## config.mk

```make
export PLATFORM = sky130hd
export DESIGN_NAME = mul_div_unit_flat
export DESIGN_NICKNAME = d
export VERILOG_FILES = /design/src/rtl/mdu_pkg.sv /design/src/rtl/mul_div_unit_if.sv /design/src/rtl/mdu_step.sv /design/src/rtl/mul_div_unit.sv /design/src/flat_wrapper.sv
export SDC_FILE = /design/constraint.sdc
export NUM_CORES = 1
export LEC_CHECK = 0
export ABC_AREA = 1
export BUFFER_PORTS_ARGS = -buffer_cell sky130_fd_sc_hd__buf_2
export CAP_MARGIN = 20
export CORE_MARGIN = 4
export CORE_UTILIZATION = 60
export DETAILED_ROUTE_END_ITERATION = 6
export GPL_TIMING_DRIVEN = 1
export PLACE_DENSITY = 0.78
export SYNTH_ARGS = -nofsm -noshare
export SYNTH_HDL_FRONTEND = slang
export SYNTH_SLANG_ARGS = --single-unit
export TNS_END_PERCENT = 1
```

## constraint.sdc

```tcl
create_clock -name clk -period 7.3 [get_ports clk]
set_input_delay 1.46 -clock clk [delete_from_list [all_inputs] [get_ports clk]]
set_output_delay 1.46 -clock clk [all_outputs]
set_load 0.01 [all_outputs]
```

## src/rtl/mdu_pkg.sv

```systemverilog
// Shared encodings for the multiply/divide unit and the decoder that drives it.
// Holds the mdu op codes, the FSM state encoding and the ALU-op to mdu-op mapping.
// No logic of its own: no latency and no backpressure.
package mdu_pkg;

    typedef enum logic [1:0] {
        MDU_MULT  = 2'b00,
        MDU_MULTU = 2'b01,
        MDU_DIV   = 2'b10,
        MDU_DIVU  = 2'b11
    } mdu_op_e;

    typedef enum logic [1:0] {
        S_IDLE = 2'd0,
        S_CALC = 2'd1,
        S_DONE = 2'd2
    } mdu_state_e;

    // ALU function codes the decoder sees for HI/LO-writing instructions.
    localparam logic [5:0] ALU_MULT  = 6'h18;
    localparam logic [5:0] ALU_MULTU = 6'h19;
    localparam logic [5:0] ALU_DIV   = 6'h1A;
    localparam logic [5:0] ALU_DIVU  = 6'h1B;

    function automatic mdu_op_e alu_to_mdu_op(input logic [5:0] alu_op);
        mdu_op_e res;
        case (alu_op)
            ALU_MULTU: res = MDU_MULTU;
            ALU_DIV:   res = MDU_DIV;
            ALU_DIVU:  res = MDU_DIVU;
            default:   res = MDU_MULT;
        endcase
        return res;
    endfunction

endpackage

```

## src/rtl/mul_div_unit_if.sv

```systemverilog
// Request/result bundle between the EX stage and the multiply/divide unit.
// Pure wiring: no latency; backpressure is the busy level seen by the requester.
// master = pipeline side (start/op/a/b/flush), slave = the unit (busy/done/results).
interface mul_div_unit_if #(
    parameter int WIDTH = 32
);
    logic             start;
    logic [1:0]       op;
    logic [WIDTH-1:0] a;
    logic [WIDTH-1:0] b;
    logic             flush;
    logic             busy;
    logic             done;
    logic [WIDTH-1:0] result_hi;
    logic [WIDTH-1:0] result_lo;
    logic             div_by_zero;

    modport master (
        output start, op, a, b, flush,
        input  busy, done, result_hi, result_lo, div_by_zero
    );

    modport slave (
        input  start, op, a, b, flush,
        output busy, done, result_hi, result_lo, div_by_zero
    );
endinterface

```

## src/rtl/mdu_step.sv

```systemverilog
// One iteration of the unsigned multiply/divide datapath (shift-add or restoring subtract).
// Purely combinational: zero latency.
// No handshake; the caller decides when to register the result.
// Ports: is_div selects the operation; hi/lo are the 2W working register, b the magnitude
// of the multiplicand/divisor; hi_nxt/lo_nxt the register value after this step.
module mdu_step #(
    parameter int WIDTH = 32
) (
    input  logic             is_div,
    input  logic [WIDTH-1:0] hi,
    input  logic [WIDTH-1:0] lo,
    input  logic [WIDTH-1:0] b,
    output logic [WIDTH-1:0] hi_nxt,
    output logic [WIDTH-1:0] lo_nxt
);
    logic [WIDTH:0] sum;
    logic [WIDTH:0] shifted;
    logic           ge;

    always_comb begin
        // Multiply: lo holds the remaining multiplier bits, hi the partial product.
        sum     = {1'b0, hi} + ({1'b0, b} & {(WIDTH+1){lo[0]}});
        // Divide: hi is the partial remainder, lo shifts dividend bits out and quotient bits in.
        shifted = {hi, lo[WIDTH-1]};
        ge      = (shifted >= {1'b0, b});
        if (is_div) begin
            // When ge the difference is below b, so it fits in WIDTH bits.
            hi_nxt = ge ? (shifted[WIDTH-1:0] - b) : shifted[WIDTH-1:0];
            lo_nxt = {lo[WIDTH-2:0], ge};
        end else begin
            hi_nxt = sum[WIDTH:1];
            lo_nxt = {sum[0], lo[WIDTH-1:1]};
        end
    end
endmodule

```

## src/rtl/mul_div_unit.sv

```systemverilog
// Iterative signed/unsigned multiply and divide, one bit per cycle, for the EX stage.
// Latency: done WIDTH+1 cycles after the accepting edge (1 cycle for divide by zero).
// Backpressure: busy stalls the pipeline; start outside IDLE is dropped; flush aborts.
// Ports: clk/rst (sync, active-high) plus the slave side of mul_div_unit_if.
module mul_div_unit
    import mdu_pkg::*;
#(
    parameter  int WIDTH = 32,
    localparam int CNT_W = $clog2(WIDTH + 1)
) (
    input  logic            clk,
    input  logic            rst,
    mul_div_unit_if.slave   bus
);
    mdu_state_e       state;
    mdu_state_e       state_nxt;
    logic             busy;
    logic             done;

    logic [CNT_W-1:0] count;
    logic [WIDTH-1:0] hi_r;
    logic [WIDTH-1:0] lo_r;
    logic [WIDTH-1:0] mag_b_r;
    logic             div_r;
    logic             neg_q_r;     // negate product / quotient at the end
    logic             neg_r_r;     // negate remainder at the end (dividend was negative)

    logic [WIDTH-1:0] res_hi;
    logic [WIDTH-1:0] res_lo;
    logic             dbz_r;

    logic             is_div;
    logic             is_signed;
    logic             a_neg;
    logic             b_neg;
    logic [WIDTH-1:0] mag_a;
    logic [WIDTH-1:0] mag_b;
    logic             b_zero;
    logic             accept;
    logic             last;
    logic             finish;

    logic [WIDTH-1:0]   hi_nxt;
    logic [WIDTH-1:0]   lo_nxt;
    logic [2*WIDTH-1:0] prod_fix;
    logic [WIDTH-1:0]   q_fix;
    logic [WIDTH-1:0]   r_fix;

    always_comb begin
        is_div    = (bus.op == MDU_DIV) || (bus.op == MDU_DIVU);
        is_signed = (bus.op == MDU_MULT) || (bus.op == MDU_DIV);
        a_neg     = is_signed & bus.a[WIDTH-1];
        b_neg     = is_signed & bus.b[WIDTH-1];
        // -2^(W-1) negates to itself, which read as unsigned is the correct magnitude.
        mag_a     = a_neg ? -bus.a : bus.a;
        mag_b     = b_neg ? -bus.b : bus.b;
        b_zero    = (bus.b == '0);
        accept    = (state == S_IDLE) && bus.start && !bus.flush;
        last      = (count == CNT_W'(WIDTH - 1));
    end

    // State register
    always_ff @(posedge clk) begin
        if (rst) state <= S_IDLE;
        else     state <= state_nxt;
    end

    // Next state and handshake outputs
    always_comb begin
        state_nxt = state;
        busy      = 1'b0;
        done      = 1'b0;
        case (state)
            S_IDLE: begin
                if (accept) state_nxt = (is_div && b_zero) ? S_DONE : S_CALC;
            end
            S_CALC: begin
                busy = 1'b1;
                if (last) state_nxt = S_DONE;
            end
            S_DONE: begin
                done      = 1'b1;
                state_nxt = S_IDLE;
            end
            default: state_nxt = S_IDLE;
        endcase
        if (bus.flush) state_nxt = S_IDLE;
    end

    // Results are committed only on a real CALC->DONE transition, so a flush on the
    // final iteration leaves the previously held values intact.
    assign finish = (state == S_CALC) && (state_nxt == S_DONE);

    mdu_step #(.WIDTH(WIDTH)) u_step (
        .is_div (div_r),
        .hi     (hi_r),
        .lo     (lo_r),
        .b      (mag_b_r),
        .hi_nxt (hi_nxt),
        .lo_nxt (lo_nxt)
    );

    // Sign fix-up on the value produced by the final iteration.
    always_comb begin
        prod_fix = neg_q_r ? -{hi_nxt, lo_nxt} : {hi_nxt, lo_nxt};
        q_fix    = neg_q_r ? -lo_nxt : lo_nxt;
        r_fix    = neg_r_r ? -hi_nxt : hi_nxt;
    end

    always_ff @(posedge clk) begin
        if (rst) begin
            count   <= '0;
            hi_r    <= '0;
            lo_r    <= '0;
            mag_b_r <= '0;
            div_r   <= 1'b0;
            neg_q_r <= 1'b0;
            neg_r_r <= 1'b0;
            res_hi  <= '0;
            res_lo  <= '0;
            dbz_r   <= 1'b0;
        end else if (accept) begin
            count   <= '0;
            hi_r    <= '0;
            lo_r    <= mag_a;
            mag_b_r <= mag_b;
            div_r   <= is_div;
            neg_q_r <= a_neg ^ b_neg;
            neg_r_r <= is_div & a_neg;
            if (is_div && b_zero) begin
                res_hi <= bus.a;
                res_lo <= '1;
                dbz_r  <= 1'b1;
            end
        end else if (state == S_CALC) begin
            hi_r  <= hi_nxt;
            lo_r  <= lo_nxt;
            count <= count + 1'b1;
            if (finish) begin
                dbz_r <= 1'b0;
                if (div_r) begin
                    res_hi <= r_fix;
                    res_lo <= q_fix;
                end else begin
                    res_hi <= prod_fix[2*WIDTH-1:WIDTH];
                    res_lo <= prod_fix[WIDTH-1:0];
                end
            end
        end
    end

    assign bus.busy        = busy;
    assign bus.done        = done;
    assign bus.result_hi   = res_hi;
    assign bus.result_lo   = res_lo;
    assign bus.div_by_zero = dbz_r;

endmodule
```

## src/flat_wrapper.sv

```systemverilog
// flat-port wrapper written by rule: the top's interface ports become plain ports
module mul_div_unit_flat import mdu_pkg::*;
#(
    parameter  int WIDTH = 32,
    localparam int CNT_W = $clog2(WIDTH + 1)
)
  (clk, rst, bus_start, bus_op, bus_a, bus_b, bus_flush, bus_busy, bus_done, bus_result_hi, bus_result_lo, bus_div_by_zero);
  mul_div_unit_if #(.WIDTH(WIDTH)) bus_i ();
  input  logic clk;
  input  logic rst;
  input wire logic [$bits(bus_i.start)-1:0] bus_start;
  input wire logic [$bits(bus_i.op)-1:0] bus_op;
  input wire logic [$bits(bus_i.a)-1:0] bus_a;
  input wire logic [$bits(bus_i.b)-1:0] bus_b;
  input wire logic [$bits(bus_i.flush)-1:0] bus_flush;
  output wire logic [$bits(bus_i.busy)-1:0] bus_busy;
  output wire logic [$bits(bus_i.done)-1:0] bus_done;
  output wire logic [$bits(bus_i.result_hi)-1:0] bus_result_hi;
  output wire logic [$bits(bus_i.result_lo)-1:0] bus_result_lo;
  output wire logic [$bits(bus_i.div_by_zero)-1:0] bus_div_by_zero;
  assign bus_i.start = bus_start;
  assign bus_i.op = bus_op;
  assign bus_i.a = bus_a;
  assign bus_i.b = bus_b;
  assign bus_i.flush = bus_flush;
  assign bus_busy = bus_i.busy;
  assign bus_done = bus_i.done;
  assign bus_result_hi = bus_i.result_hi;
  assign bus_result_lo = bus_i.result_lo;
  assign bus_div_by_zero = bus_i.div_by_zero;
  mul_div_unit #(.WIDTH(WIDTH)) u_core (.clk(clk), .rst(rst), .bus(bus_i));
endmodule
```

==> results by group <==
Outcome
  – Status: finished, violations left
  – Failing checks: DRC

Hold path
  – Hold Path Class: register to register
  – Hold Crit Depth: 2

Cells and area
  – Most frequent cells in the layout: nand2_1 (752), inv_1 (404), nor2_1 (267)
  – Final net count: 3,040
  – Layout cells sized above 1: 11.4%
  – Commonest non-fill, non-tap cell in the layout: nand2_1
  – Final core utilization: 66.3%
  – Antenna Diode Count: 0
  – Area Overhead vs Synth: 8.17%

Clock tree
  – CTS Buffer Depth: 2
  – CTS Hold Buffers Added: 0
  – Number of clock sinks: 172
  – CTS tree: built
  – Skew-Pair Late Insertion Delay: 0.46 ns
  – H-tree Lvls: 4
  – Clock slew at reported path FFs: 0.07 ns
  – Root buffer cell: clkbuf_16
  – CTS buffer count: 17
  – # resized after CTS: 0
  – Post-CTS Setup Bufs: 0

Worst setup path
  – R2R Path Start: u_core.mag_b_r[20]
  – Endpoint arrival time on the critical path: 5.52 ns
  – Crit path max-delay family: simple AND/OR/NAND/NOR gates
  – Critical Path Stages: 31
  – Worst setup endpoint: u_core.bus.result_hi[28]
  – Worst Setup SP: u_core.mag_b_r[20]
  – Worst setup path class: register to register
  – Worst reg2reg path endpoint: u_core.bus.result_hi[28]
  – WP buf/inv: 3
  – Reg2Reg Setup Slack: 2.08 ns
  – Crit path max fanout: 16
  – CP startpoint kind: register
  – Worst path max stage delay: 0.48 ns
  – Most used cell, CP: nand2_1
  – Critical Path End Type: register
  – R2R cell count: 31
  – Required time worst endpoint: 7.60 ns
  – Slowest-stage cell, CP: nor2_4

Floorplanning
  – Starting density of the core: 61.3%
  – Num rows: 60
  – Total I/O pin count: 137
  – DIE HEIGHT: 174 um
  – Core box area: 27,000 sq um
  – Die area: 30,300 sq um
  – Die extent in x: 174 um

Yosys
  – Netlist Area Pre-Place: 16,600 sq um
  – Mux share of post-synthesis cell area: 0.0605%
  – Post-synth ARST share: 0%
  – Ranking of synthesized cells by area: dfxtp_1 (21%), nand2_1 (17%), inv_1 (9.2%)
  – Xor and xnor fraction of the mapped netlist area: 3.17%
  – Share of the synthesized area in the top cell type: 20.8%
  – Distinct cells, synth: 61
  – Register bit total from synthesis: 172
  – Post-Synthesis Cells: 2,834
  – Mapped Avg Cell Area: 5.84 sq um
  – Area leader, netlist: dfxtp_1
  – Yosys warns: 0
  – Main combinational cell family by area after synthesis: simple AND/OR/NAND/NOR gates
  – Post-synthesis simple-gate area fraction: 38.2%
  – Post-synthesis sequential area ratio: 20.8%
  – Area fraction in compound gates after synthesis: 19.6%
  – Adder-cell area share of the yosys netlist: 5.46%
  – Net Count, Synth: 2,975
  – Post-synth top flop: dfxtp_1
  – Post-synth EDFFs: 0

Place
  – PortBufs: 136
  – Post-DP HPWL: 50.0 mm
  – Final GP Congestion: 1.08
  – Pre-CTS setup slack: 1.81 ns

STA
  – Fin crit share: 71.5%
  – Crit path time final: 5.22 ns
  – Fin. Hold Viols: 0
  – Final hold slack: 0.463 ns
  – Slew of the pin with the lowest slew margin: 1.02 ns
  – Final WS setup: 2.08 ns
  – Final setup viols: 0
  – Setup TNS: 0 ns
  – Max Fclk: 192 MHz
  – Clock Skew: 0.0189 ns
  – Fin. max-slew vios: 0
  – Max-slew headroom: 32.3%
  – RSZ-0062 raised after global routing: no

Drt
  – Vias: 20,200
  – Detail Route Antenna Nets: 0
  – DR DRC count: 1
  – 1st-pass router iterations: 7
  – Routed WL: 65.0 mm
  – DR WL/cell: 20.0 um
  – Drt initial violations: 3,034
  – Vias per inst: 6.21

Power
  – P_leak: 9.36 nW
  – PwrDens: 182 nW/um^2
  – Total Power: 3.26 mW
  – Worst vdd ir: 0.155 mV

Global routing
  – GRT Total Usage: 40.9%
  – Vias in the first global route: 18,300
  – Largest net degree at the start of global routing: 93
  – Wire length of the first global-routing pass: 99.8 mm
  – Initial antenna violation count: 2
  – Total grt overflow: 0

Job
  – Number of max-cap violations: 0
## worst reg2reg max path, delay by kind of cell, from the launching register on
| kind | cells | cell delay (ns) |
|---|---|---|
| AOI/OAI and AO/OA | 5 | 1.00 |
| buffers and inverters | 3 | 0.20 |
| and+or+nand+nor | 21 | 2.93 |
| adders and majority gates | 2 | 0.63 |
| DFF | 1 | 0.33 |
## sequential cells by signal (all words and copies together) (netlist names)
register	count
u_core.bus.result_hi	32
u_core.bus.result_lo	32
u_core.hi_r	32
u_core.lo_r	32
u_core.mag_b_r	32
u_core.count	6
u_core.state	2
u_core.bus.div_by_zero	1
u_core.div_r	1
u_core.neg_q_r	1
u_core.neg_r_r	1
## worst min-delay path by stage
stage / to / start / slack (ns)
4_1_cts: u_core.bus.result_hi[8] / u_core.bus.result_hi[8] / 0.46
3_3_place_gp: u_core.bus.result_hi[15] / u_core.bus.result_hi[15] / 0.45
2_1_floorplan: u_core.count[5] / u_core.count[5] / 0.44
3_5_place_dp: u_core.bus.result_hi[8] / u_core.bus.result_hi[8] / 0.45
6_report: u_core.bus.result_hi[9] / u_core.bus.result_hi[9] / 0.46
5_1_grt: u_core.bus.result_lo[23] / u_core.bus.result_lo[23] / 0.49
## cells by family (layout without fill, tap and decap cells)
group	after synthesis	in the layout
buffers and inverters	533	610
AOI/OAI and AO/OA	557	557
muxes	1	1
xor gates and xnor gates	60	60
and+or+nand+nor	1440	1440
DFF	172	172
adders and majority gates	71	71
## synthesized netlist by cell type, types with 4 or more instances
cell type	number
nand2_1	753
inv_1	405
nor2_1	269
nand3_1	197
o21ai_0	183
a21oi_1	179
dfxtp_1	172
clkbuf_1	73
ha_1	69
nor3_1	45
o211ai_1	45
xor2_1	42
nand4_1	41
nand2_2	34
o22ai_1	29
a31oi_1	26
nand3_2	21
nor2_2	21
nand3b_1	19
xnor2_1	18
buf_2	16
inv_2	16
a21oi_2	14
o21bai_1	12
o221ai_1	12
or2_2	12
o21ai_1	10
nor2_4	8
a211oi_1	7
buf_1	7
buf_6	7
o21ai_2	7
nor4_1	6
o31ai_1	6
clkinv_1	5
o2111ai_1	4
o21a_1	4
## routing by layer
| layer | share of wire [%] | global-route usage (%) | vias up |
|---|---|---|---|
| met5 | 0.011 | 0 | - |
| met4 | 3.7 | 14.5 | 2 |
| met3 | 16 | 14.0 | 243 |
| met2 | 40 | 58.8 | 1563 |
| met1 | 40 | 57.0 | 8977 |
| li1 | - | - | 9397 |
## area by class of cell
| cell class | instances | area [sq um] |
|---|---|---|
| Clock buffer | 17 | 425 |
| Clock inverter | 14 | 180 |
| Fill cell | 2577 | 9110 |
| Inverter | 427 | 1600 |
| Multi-Input combinational cell | 2129 | 11000 |
| Sequential cell | 172 | 3450 |
| Tap cell | 341 | 427 |
| Timing Repair Buffer | 152 | 801 |
## stage by stage
stage,cell area (sq um),cells
2_1_floorplan,16600,2834
3_3_place_gp,17300,3221
3_5_place_dp,17300,3221
4_1_cts,17900,3252
5_1_grt,17900,3252
6_report,17900,3252
## power breakdown
| group | total [mW] | switching, mW | internal [mW] |
|---|---|---|---|
| Combinational | 1.26 | 0.910 | 0.353 |
| Clock | 0.996 | 0.450 | 0.545 |
| Sequential | 1.01 | 0.0357 | 0.970 |
| Total | 3.26 | 1.40 | 1.87 |
No activity file was read; power rests on OpenSTA's default activity.
